===== config.mk =====
export PLATFORM = sky130hd
export DESIGN_NAME = hazard3_timer_cmp_sched_flat
export DESIGN_NICKNAME = d
export VERILOG_FILES = /design/src/rtl/hazard3_timer_pkg.sv /design/src/rtl/hazard3_timer_cmp_sched_if.sv /design/src/rtl/hazard3_timer_scan_ctr.sv /design/src/rtl/hazard3_timer_cmp_sched.sv /design/src/flat_wrapper.sv
export SDC_FILE = /design/constraint.sdc
export NUM_CORES = 1
export LEC_CHECK = 0
export CAP_MARGIN = 20
export CORE_MARGIN = 1.5
export CORE_UTILIZATION = 40
export DETAILED_ROUTE_END_ITERATION = 12
export GPL_ROUTABILITY_DRIVEN = 0
export HOLD_SLACK_MARGIN = 0.1
export REMOVE_ABC_BUFFERS = 1
export SLEW_MARGIN = 20
export SYNTH_ARGS = -nofsm -noshare
export SYNTH_HDL_FRONTEND = slang
export SYNTH_HIERARCHICAL = 1
export SYNTH_SLANG_ARGS = --single-unit

===== constraint.sdc =====
create_clock -name clk -period 7.99 [get_ports clk]
set_input_delay 0.799 -clock clk [delete_from_list [all_inputs] [get_ports clk]]
set_output_delay 0.799 -clock clk [all_outputs]
set_load 0.03 [all_outputs]

===== src/rtl/hazard3_timer_pkg.sv =====
// Shared register map and APB address decode for the multi-hart timer-compare scheduler.
package hazard3_timer_pkg;

  localparam logic [15:0] ADDR_CTRL      = 16'h0000;
  localparam logic [15:0] ADDR_STATUS    = 16'h0004;
  localparam logic [15:0] ADDR_CMP_BASE  = 16'h0010;
  localparam logic [15:0] CMP_STRIDE     = 16'h0008;
  localparam logic [63:0] MTIMECMP_RESET = {64{1'b1}};

  typedef struct packed {
    logic       valid;
    logic       is_ctrl;
    logic       is_status;
    logic       is_cmp;
    logic       hi;
    logic [3:0] slot;
  } addr_dec_t;

  // Slot decode is bounded by the live hart count so addresses past the last slot error out.
  function automatic addr_dec_t decode_addr(input logic [15:0] addr, input int unsigned n_harts);
    addr_dec_t  d;
    logic [15:0] off;
    logic [15:0] slot_full;
    d         = '0;
    off       = addr - ADDR_CMP_BASE;
    slot_full = off / CMP_STRIDE;
    if (addr == ADDR_CTRL) begin
      d.valid   = 1'b1;
      d.is_ctrl = 1'b1;
    end else if (addr == ADDR_STATUS) begin
      d.valid     = 1'b1;
      d.is_status = 1'b1;
    end else if ((addr >= ADDR_CMP_BASE) && (addr[1:0] == 2'b00) &&
                 (32'(slot_full) < n_harts)) begin
      d.valid  = 1'b1;
      d.is_cmp = 1'b1;
      d.slot   = slot_full[3:0];
      d.hi     = off[2];
    end
    return d;
  endfunction

endpackage


===== src/rtl/hazard3_timer_cmp_sched_if.sv =====
// APB slave bus bundle for the timer-compare scheduler.
interface hazard3_timer_cmp_sched_if;
  logic [15:0] paddr;
  logic        psel;
  logic        penable;
  logic        pwrite;
  logic [31:0] pwdata;
  logic [31:0] prdata;
  logic        pready;
  logic        pslverr;

  modport master (
    output paddr, psel, penable, pwrite, pwdata,
    input  prdata, pready, pslverr
  );

  modport slave (
    input  paddr, psel, penable, pwrite, pwdata,
    output prdata, pready, pslverr
  );
endinterface


===== src/rtl/hazard3_timer_scan_ctr.sv =====
// Wrapping round-robin slot index; holds while disabled.
module hazard3_timer_scan_ctr #(
  parameter int N_HARTS = 2
) (
  input  logic                                      clk,
  input  logic                                      rst,
  input  logic                                      en,
  output logic [((N_HARTS > 1) ? $clog2(N_HARTS) : 1)-1:0] idx
);
  localparam int IDX_W = (N_HARTS > 1) ? $clog2(N_HARTS) : 1;

  always_ff @(posedge clk) begin
    if (rst) begin
      idx <= '0;
    end else if (en) begin
      if (idx == IDX_W'(N_HARTS - 1)) idx <= '0;
      else                            idx <= idx + IDX_W'(1);
    end
  end
endmodule


===== src/rtl/hazard3_timer_cmp_sched.sv =====
// Per-hart mtimecmp bank sharing one 64-bit comparator, scanned round-robin against mtime.
module hazard3_timer_cmp_sched
  import hazard3_timer_pkg::*;
#(
  parameter int N_HARTS = 2
) (
  input  logic                 clk,
  input  logic                 rst,
  hazard3_timer_cmp_sched_if.slave apb,
  input  logic [63:0]          mtime,
  output logic [N_HARTS-1:0]   timer_irq
);
  localparam int IDX_W = (N_HARTS > 1) ? $clog2(N_HARTS) : 1;

  addr_dec_t        dec;
  logic             access;
  logic             wr_en;
  logic             scan_en;
  logic [IDX_W-1:0] idx;
  logic [63:0]      cmp [N_HARTS];
  logic [63:0]      cur_cmp;
  logic [63:0]      rd_cmp;
  logic             hit;

  hazard3_timer_scan_ctr #(.N_HARTS(N_HARTS)) u_scan (
    .clk (clk),
    .rst (rst),
    .en  (scan_en),
    .idx (idx)
  );

  always_comb begin
    dec    = decode_addr(apb.paddr, N_HARTS);
    access = apb.psel && apb.penable;
    wr_en  = access && apb.pwrite && dec.valid;
  end

  // Shared comparator: only the slot under the scan index is compared this cycle.
  always_comb begin
    cur_cmp = MTIMECMP_RESET;
    rd_cmp  = '0;
    for (int i = 0; i < N_HARTS; i++) begin
      if (idx == IDX_W'(i))      cur_cmp = cmp[i];
      if (dec.slot == 4'(i))     rd_cmp  = cmp[i];
    end
    hit = (mtime >= cur_cmp);
  end

  assign apb.pready  = 1'b1;
  assign apb.pslverr = access && !dec.valid;

  always_comb begin
    apb.prdata = '0;
    if (dec.is_ctrl)        apb.prdata = {31'd0, scan_en};
    else if (dec.is_status) apb.prdata = 32'(timer_irq);
    else if (dec.is_cmp)    apb.prdata = dec.hi ? rd_cmp[63:32] : rd_cmp[31:0];
  end

  // A compare-register write clears that hart's IRQ, taking priority over a same-cycle scan hit.
  always_ff @(posedge clk) begin
    if (rst) begin
      scan_en   <= 1'b1;
      timer_irq <= '0;
      for (int i = 0; i < N_HARTS; i++) cmp[i] <= MTIMECMP_RESET;
    end else begin
      if (wr_en && dec.is_ctrl) scan_en <= apb.pwdata[0];
      for (int i = 0; i < N_HARTS; i++) begin
        if (scan_en && (idx == IDX_W'(i))) timer_irq[i] <= hit;
        if (wr_en && dec.is_cmp && (dec.slot == 4'(i))) begin
          if (dec.hi) cmp[i][63:32] <= apb.pwdata;
          else        cmp[i][31:0]  <= apb.pwdata;
          timer_irq[i] <= 1'b0;
        end
      end
    end
  end

endmodule


===== src/flat_wrapper.sv =====
// flat-port wrapper written by rule: the top's interface ports become plain ports
module hazard3_timer_cmp_sched_flat import hazard3_timer_pkg::*;
#(
  parameter int N_HARTS = 2
)
  (clk, rst, mtime, timer_irq, apb_paddr, apb_psel, apb_penable, apb_pwrite, apb_pwdata, apb_prdata, apb_pready, apb_pslverr);
  hazard3_timer_cmp_sched_if apb_i ();
  input  logic clk;
  input  logic rst;
  input  logic [63:0] mtime;
  output logic [N_HARTS-1:0] timer_irq;
  input wire logic [$bits(apb_i.paddr)-1:0] apb_paddr;
  input wire logic [$bits(apb_i.psel)-1:0] apb_psel;
  input wire logic [$bits(apb_i.penable)-1:0] apb_penable;
  input wire logic [$bits(apb_i.pwrite)-1:0] apb_pwrite;
  input wire logic [$bits(apb_i.pwdata)-1:0] apb_pwdata;
  output wire logic [$bits(apb_i.prdata)-1:0] apb_prdata;
  output wire logic [$bits(apb_i.pready)-1:0] apb_pready;
  output wire logic [$bits(apb_i.pslverr)-1:0] apb_pslverr;
  assign apb_i.paddr = apb_paddr;
  assign apb_i.psel = apb_psel;
  assign apb_i.penable = apb_penable;
  assign apb_i.pwrite = apb_pwrite;
  assign apb_i.pwdata = apb_pwdata;
  assign apb_prdata = apb_i.prdata;
  assign apb_pready = apb_i.pready;
  assign apb_pslverr = apb_i.pslverr;
  hazard3_timer_cmp_sched #(.N_HARTS(N_HARTS)) u_core (.clk(clk), .rst(rst), .apb(apb_i), .mtime(mtime), .timer_irq(timer_irq));
endmodule

==> results of run 1 <==
-- where the power goes --
part | total (µW) | switching [µW] | internal, µW
registers | 816 | 23.3 | 793
logic | 281 | 132 | 150
clock network | 744 | 290 | 454
total | 1840 | 445 | 1400
-- worst min-delay path: stages (launching register included) --
cell and delay, ps:
dfxtp_1 370, xnor2_1 160, nor2_1 40
-- stage by stage --
stage	power [µW]	worst slack [ps]	area [µm²]	std cells
2_1_floorplan	980	920	7730	560
3_3_place_gp	1100	2280	9650	983
3_5_place_dp	1110	2140	9680	984
4_1_cts	1860	2110	10200	1015
5_1_grt	1920	1900	10200	1015
6_report	1840	2100	10200	1015
-- flip-flops by register name (all words and copies together) (netlist names) --
register           cells
u_core/cmp           128
u_core/u_scan/idx      1
u_core/timer_irq       2
u_core/scan_en         1
-- final cells by class --
type / instances / area [µm²]
Tap cell: 265 / 332
Timing Repair Buffer: 159 / 1580
Inverter: 13 / 48.8
Clock inverter: 14 / 140
Clock buffer: 17 / 425
Multi-Input combinational cell: 415 / 3790
Sequential cell: 132 / 3930
Fill cell: 1697 / 9150
-- routing by layer --
layer	part of all wire [%]	up-vias
met4	1.8	0
met3	4.2	28
met1	43	2725
met5	0	-
met2	51	154
li1	-	2619
-- cells in the final DEF (no fill, tap or decap), types with 17 or more instances in the layout --
master and n:
a21oi_1 24, ha_1 66, clkdlybuf4s50_1 149, or2_2 34, nand2_1 20, a21o_1 35
clkbuf_16 17, edfxtp_1 128, mux2i_1 66, mux4_2 32, nor2b_1 32
-- how the worst max path moves through the flow --
stage / startpoint / to / slack, ps / depth (start not counted)
floorplan: apb_paddr[12] / u_core/cmp[0][0] / 920 / 6
global placement: apb_paddr[4] / apb_prdata[15] / 2280 / 11
detailed placement: apb_paddr[4] / apb_prdata[17] / 2140 / 11
CTS: apb_paddr[4] / apb_prdata[13] / 2110 / 11
global route: apb_paddr[4] / apb_prdata[13] / 1900 / 11
finish: apb_paddr[4] / apb_prdata[13] / 2100 / 11
-- logic make-up after synthesis --
family / count (synthesis) / synth area share, %
fa+ha+maj: 66 / 10.5
buf+inv: 42 / 2.35
simple gates: 146 / 10.7
xor+xnor: 2 / 0.223
flops: 132 / 49.8
mux: 99 / 17.7
compound gates: 101 / 8.70
other cells: 1 / 0.0476
==> results by group, run 1 <==
Logic synthesis
  – Synth Register Bits: 132
  – Post-synth cell types: 48
  – Synthesized area: 0.00787 mm²
  – Syn avg cell area: 13.4 µm²
  – Top-count cell post-synth: edfxtp_1
  – Sequential area share after synthesis: 49.8%
  – Main synth FF type: edfxtp_1
  – Area share of the leading cell type in the synthesized netlist: 48.8%
  – Leading cell types by total area after synthesis: edfxtp_1 49%, ha_1 10%, mux4_2 9.2%
  – Ys async rst share: 0%
  – Yosys top cell by area: edfxtp_1
  – Ys Warns: 6
  – Syn Inst Count: 589
  – Post-synth EDFFs: 128
  – Commonest cells in the netlist: 128 x edfxtp_1, 66 x ha_1, 66 x mux2i_1, 35 x a21o_1, 34 x or2_2

Worst setup path
  – Worst r2r src: u_core/u_scan/idx
  – Critical path class: in2out
  – Max stage delay on crit path: 680 ps
  – WP buf/inv: 4
  – CP Cell Sequence: clkdlybuf4s50_1 -> inv_1 -> ha_1 -> or2_2 -> o32a_1 -> or4_1 -> a211o_1 -> nand2b_1 -> buf_4 -> nor2b_1 -> clkdlybuf4s50_1
  – R2r setup slk: 4590 ps
  – WP data required: 7190 ps
  – R2R cell count: 9
  – Reg2reg end: u_core/timer_irq[1]
  – Worst path top cell family by delay: buffers and inverters
  – CP Max Fanout: 19
  – Worst Path Arrival: 5090 ps
  – Crit path capture type: output pin
  – CP most frequent cell: clkdlybuf4s50_1
  – Worst Setup Start Kind: input pin
  – Slowest-stage cell, CP: clkdlybuf4s50_1

Global routing
  – Grt met3 use: 3.79%
  – Most Crowded Layer GR: met2
  – GR Overflow Total: 0
  – First-pass GRT wire length: 31.7 mm
  – GR Util met2: 37.8%
  – Gr usage total: 21.3%
  – Number of global-route vias before repair: 5,827
  – M1 GR Usage: 26.2%
  – Largest net degree at the start of global routing: 40
  – Initial antenna violation count: 0

Drt
  – Final WL: 21.2 mm
  – Drt initial violations: 290
  – Routed len/inst: 20.9 µm
  – First drt pass iteration count: 4
  – Post-route DRC: 0
  – Antenna Nets Post-Route: 0
  – Vias: 5,526
  – Number of vias per cell: 5.44

Hold path
  – Worst Hold Class: reg2reg
  – Hold path startpoint: u_core/scan_en
  – WHS Path Cells: 2
  – Worst Hold Path EP: u_core/u_scan/idx

Timing
  – Clock skew: 5.14 ps
  – FMAX: 0.170 GHz
  – Final min period: 5890 ps
  – Fin Setup TNS: 0 ps
  – Final setup viols: 0
  – Actual slew at the worst max-slew pin: 1080 ps
  – RSZ-0062 raised after global routing: no
  – Slew headroom: 27.9%
  – Fin. Hold Viols: 0
  – Hold Slack: 613 ps
  – Final Max Tran Viols: 0
  – Tcrit/Tclk final: 73.7%

Clocking
  – Gates resized, CTS repair: 0
  – CTS Buf Count: 17
  – TritonCTS clock tree: done
  – CTS max path bufs: 2
  – Clk root buf: clkbuf_16
  – CTS Sinks: 132
  – H-tree depth: 4
  – Reg clk slew, reported paths: 60 ps
  – Hold_buf cts: 0
  – Clock Latency Late Sink: 420 ps
  – Setup Buffers After CTS: 0

Floorplan
  – Core area: 0.0194 mm²
  – Die Span Y: 143 µm
  – Row count: 51
  – Initial Utilization: 40.6%
  – Die width: 143 µm
  – Die area: 0.0205 mm²
  – Num ports: 153

Power
  – PD cells: 180 mW/mm²
  – Pleak: 0.00371 µW
  – Maximum VDD drop: 149 µV

Cells and area
  – Final net count: 921
  – Area delta synth->final: 30.2%
  – Antenna cell count: 0
  – Final Util: 52.8%
  – Fraction of layout cells with a size suffix above 1: 15.3%

Place
  – Post-DP HPWL: 14.4 mm
  – IO buf count: 151

Job
  – MaxCap Viol Count: 0

Status
  – Run status: complete, no violations
Note: power is estimated with default switching activity, not from simulation.
==> run 2, diff against run 1 <==
PLACE_DENSITY = 0.67   (was not set)
clock period = 5.33 ns   (was 7.99 ns; I/O delays follow)
==> results by group, run 2 (synthesized netlist as in run 1, its figures left out) <==
Status
  – Run status: complete, no violations

Power
  – PD cells: 266 mW/mm²
  – Pint: 2090 µW
  – Clock Power Share: 39.7%
  – Switching share of power: 23.5%
  – Pleak: 0.00380 µW
  – Psw: 645 µW
  – Maximum VDD drop: 235 µV
  – Register share of total power: 44.7%
  – Comb power frac: 15.6%

Timing
  – Final min period: 4790 ps
  – FMAX: 0.209 GHz
  – Tcrit/Tclk final: 89.8%
  – Slew headroom: 31.7%
  – Clock skew: 10.1 ps
  – RSZ-0062 raised after global routing: no
  – Actual slew at the worst max-slew pin: 1020 ps
  – Fin Setup TNS: 0 ps
  – Final Max Tran Viols: 0
  – Final setup viols: 0
  – Fin. Hold Viols: 0

Drt
  – Number of vias per cell: 5.58
  – Vias: 5,682
  – Final WL: 21.3 mm
  – Antenna Nets Post-Route: 0
  – Drt initial violations: 390
  – First drt pass iteration count: 5
  – Post-route DRC: 0
  – Routed len/inst: 20.9 µm

Floorplan
  – Core area: 0.0194 mm²
  – Die area: 0.0205 mm²
  – Die Span Y: 143 µm
  – Row count: 51
  – Die width: 143 µm
  – Initial Utilization: 40.6%
  – Num ports: 153

Global routing
  – Initial antenna violation count: 0
  – Largest net degree at the start of global routing: 37
  – GR Overflow Total: 0
  – First-pass GRT wire length: 32.2 mm
  – Gr usage total: 21.2%
  – Number of global-route vias before repair: 5,899

Worst setup path
  – Slowest-stage cell, CP: clkdlybuf4s50_1
  – Crit path capture type: output pin
  – Critical path class: in2out
  – Setup crit start: apb_paddr[4]
  – WP buf/inv: 4
  – Worst Setup Start Kind: input pin
  – Worst path top cell family by delay: buffers and inverters
  – Worst Path Arrival: 4250 ps
  – R2r setup slk: 1790 ps
  – R2R cell count: 9
  – Reg2reg end: u_core/timer_irq[1]
  – CP most frequent cell: clkdlybuf4s50_1
  – Worst r2r src: u_core/u_scan/idx
  – Max stage delay on crit path: 680 ps
  – CP Cell Sequence: clkdlybuf4s50_1 -> inv_1 -> ha_1 -> or2_2 -> o32a_1 -> or4_1 -> a211o_1 -> nand2b_1 -> buf_4 -> nor2b_1 -> clkdlybuf4s50_1
  – CP Max Fanout: 20
  – WP data required: 4800 ps

Cells and area
  – Area of the multi-input gates: 0.00378 mm²
  – Largest register FFs: 128
  – Area delta synth->final: 30.7%
  – Fillers: 1,679
  – Final net count: 924
  – Antenna cell count: 0
  – Fraction of layout cells with a size suffix above 1: 19.0%
  – Final non-filler cell total: 1,019
  – Biggest register: u_core/cmp
  – Reg area: 0.00393 mm²
  – Leading cell type in the layout, fill and taps excluded: edfxtp_1
  – Most frequent cells in the layout: 128 x edfxtp_1, 119 x clkdlybuf4s50_1, 66 x mux2i_1, 66 x ha_1, 35 x a21o_1
  – Final Instance Area: 0.0103 mm²
  – Top flop regs: u_core/cmp (128), u_core/timer_irq (2)

Place
  – Post-DP HPWL: 14.9 mm
  – DP Area: 0.00974 mm²
  – IO buf count: 151
  – Placed insts: 987

Clocking
  – H-tree depth: 4
  – CTS max path bufs: 2
  – Hold_buf cts: 0
  – Reg clk slew, reported paths: 60 ps
  – TritonCTS clock tree: done
  – Setup Buffers After CTS: 0
  – Clock Latency Late Sink: 410 ps
  – CTS Buf Count: 17
  – Clk root buf: clkbuf_16
  – Gates resized, CTS repair: 0
  – CTS Sinks: 132

Hold path
  – Hold path startpoint: u_core/scan_en
  – Worst Hold Path EP: u_core/u_scan/idx
  – Worst Hold Class: reg2reg
  – WHS Path Cells: 2

Job
  – MaxCap Viol Count: 0
## run 2: cell count changes in the layout (fill, tap and decap cells not counted)
cell	before	now
or4_1	4	5
clkbuf_1	0	4
clkdlybuf4s50_1	149	119
a31o_2	1	2
a31o_4	1	0
buf_12	0	11
buf_16	1	0
clkinvlp_4	4	2
clkinv_1	1	2
clkinv_4	3	1
buf_4	7	30
or4_2	1	0
## run 2: area by class of cell
type	count	area share, %
flip-flops and latches	132	38.2
multi-input cells	415	36.8
repair buffers	162	16.0
clock buffers	21	4.28
well taps	265	3.22
clock inverters	11	1.08
inverters	13	0.474
## run 2: metal layers
metal	track usage [%]	up-vias	part of all wire [%]
li1	-	2615	-
met1	27.1	2825	42
met2	36.6	220	50
met3	3.92	22	6.7
met4	6.23	0	1.4
met5	0	-	0
## run 2: worst max-delay path by stage
stage,endpoint,slack (ps),cells past startpoint
global placement,apb_prdata[28],790,11
finish,apb_prdata[28],540,11
CTS,apb_prdata[31],580,11
floorplan,u_core/cmp[0][0],-1470,6
detailed placement,apb_prdata[31],590,11
global route,apb_prdata[28],310,11
## run 2: power by group through the flow
stage               Clock [µW]  Combinational (µW)  Sequential [µW]
floorplan                    0                 224             1250
global placement             0                 413             1240
detailed placement           0                 425             1250
CTS                       1100                 429             1220
global route              1140                 467             1230
finish                    1090                 427             1230
## run 2: worst min-delay path, delay by kind of cell, from the launching register on
kind / cells / cell delay [ps]
xor gates and xnor gates: 1 / 170
and+or+nand+nor: 1 / 40
DFF: 1 / 370
## run 2: stage by stage
stage	setup slack [ps]	utilization [%]	total power, µW	hold WS, ps
after floorplan	-1470	-	1470	538
after global placement	787	50.2	1650	592
after detailed placement	586	50.2	1670	597
after CTS	578	53.0	2750	616
after global routing	311	53.0	2840	621
final	544	53.0	2740	615
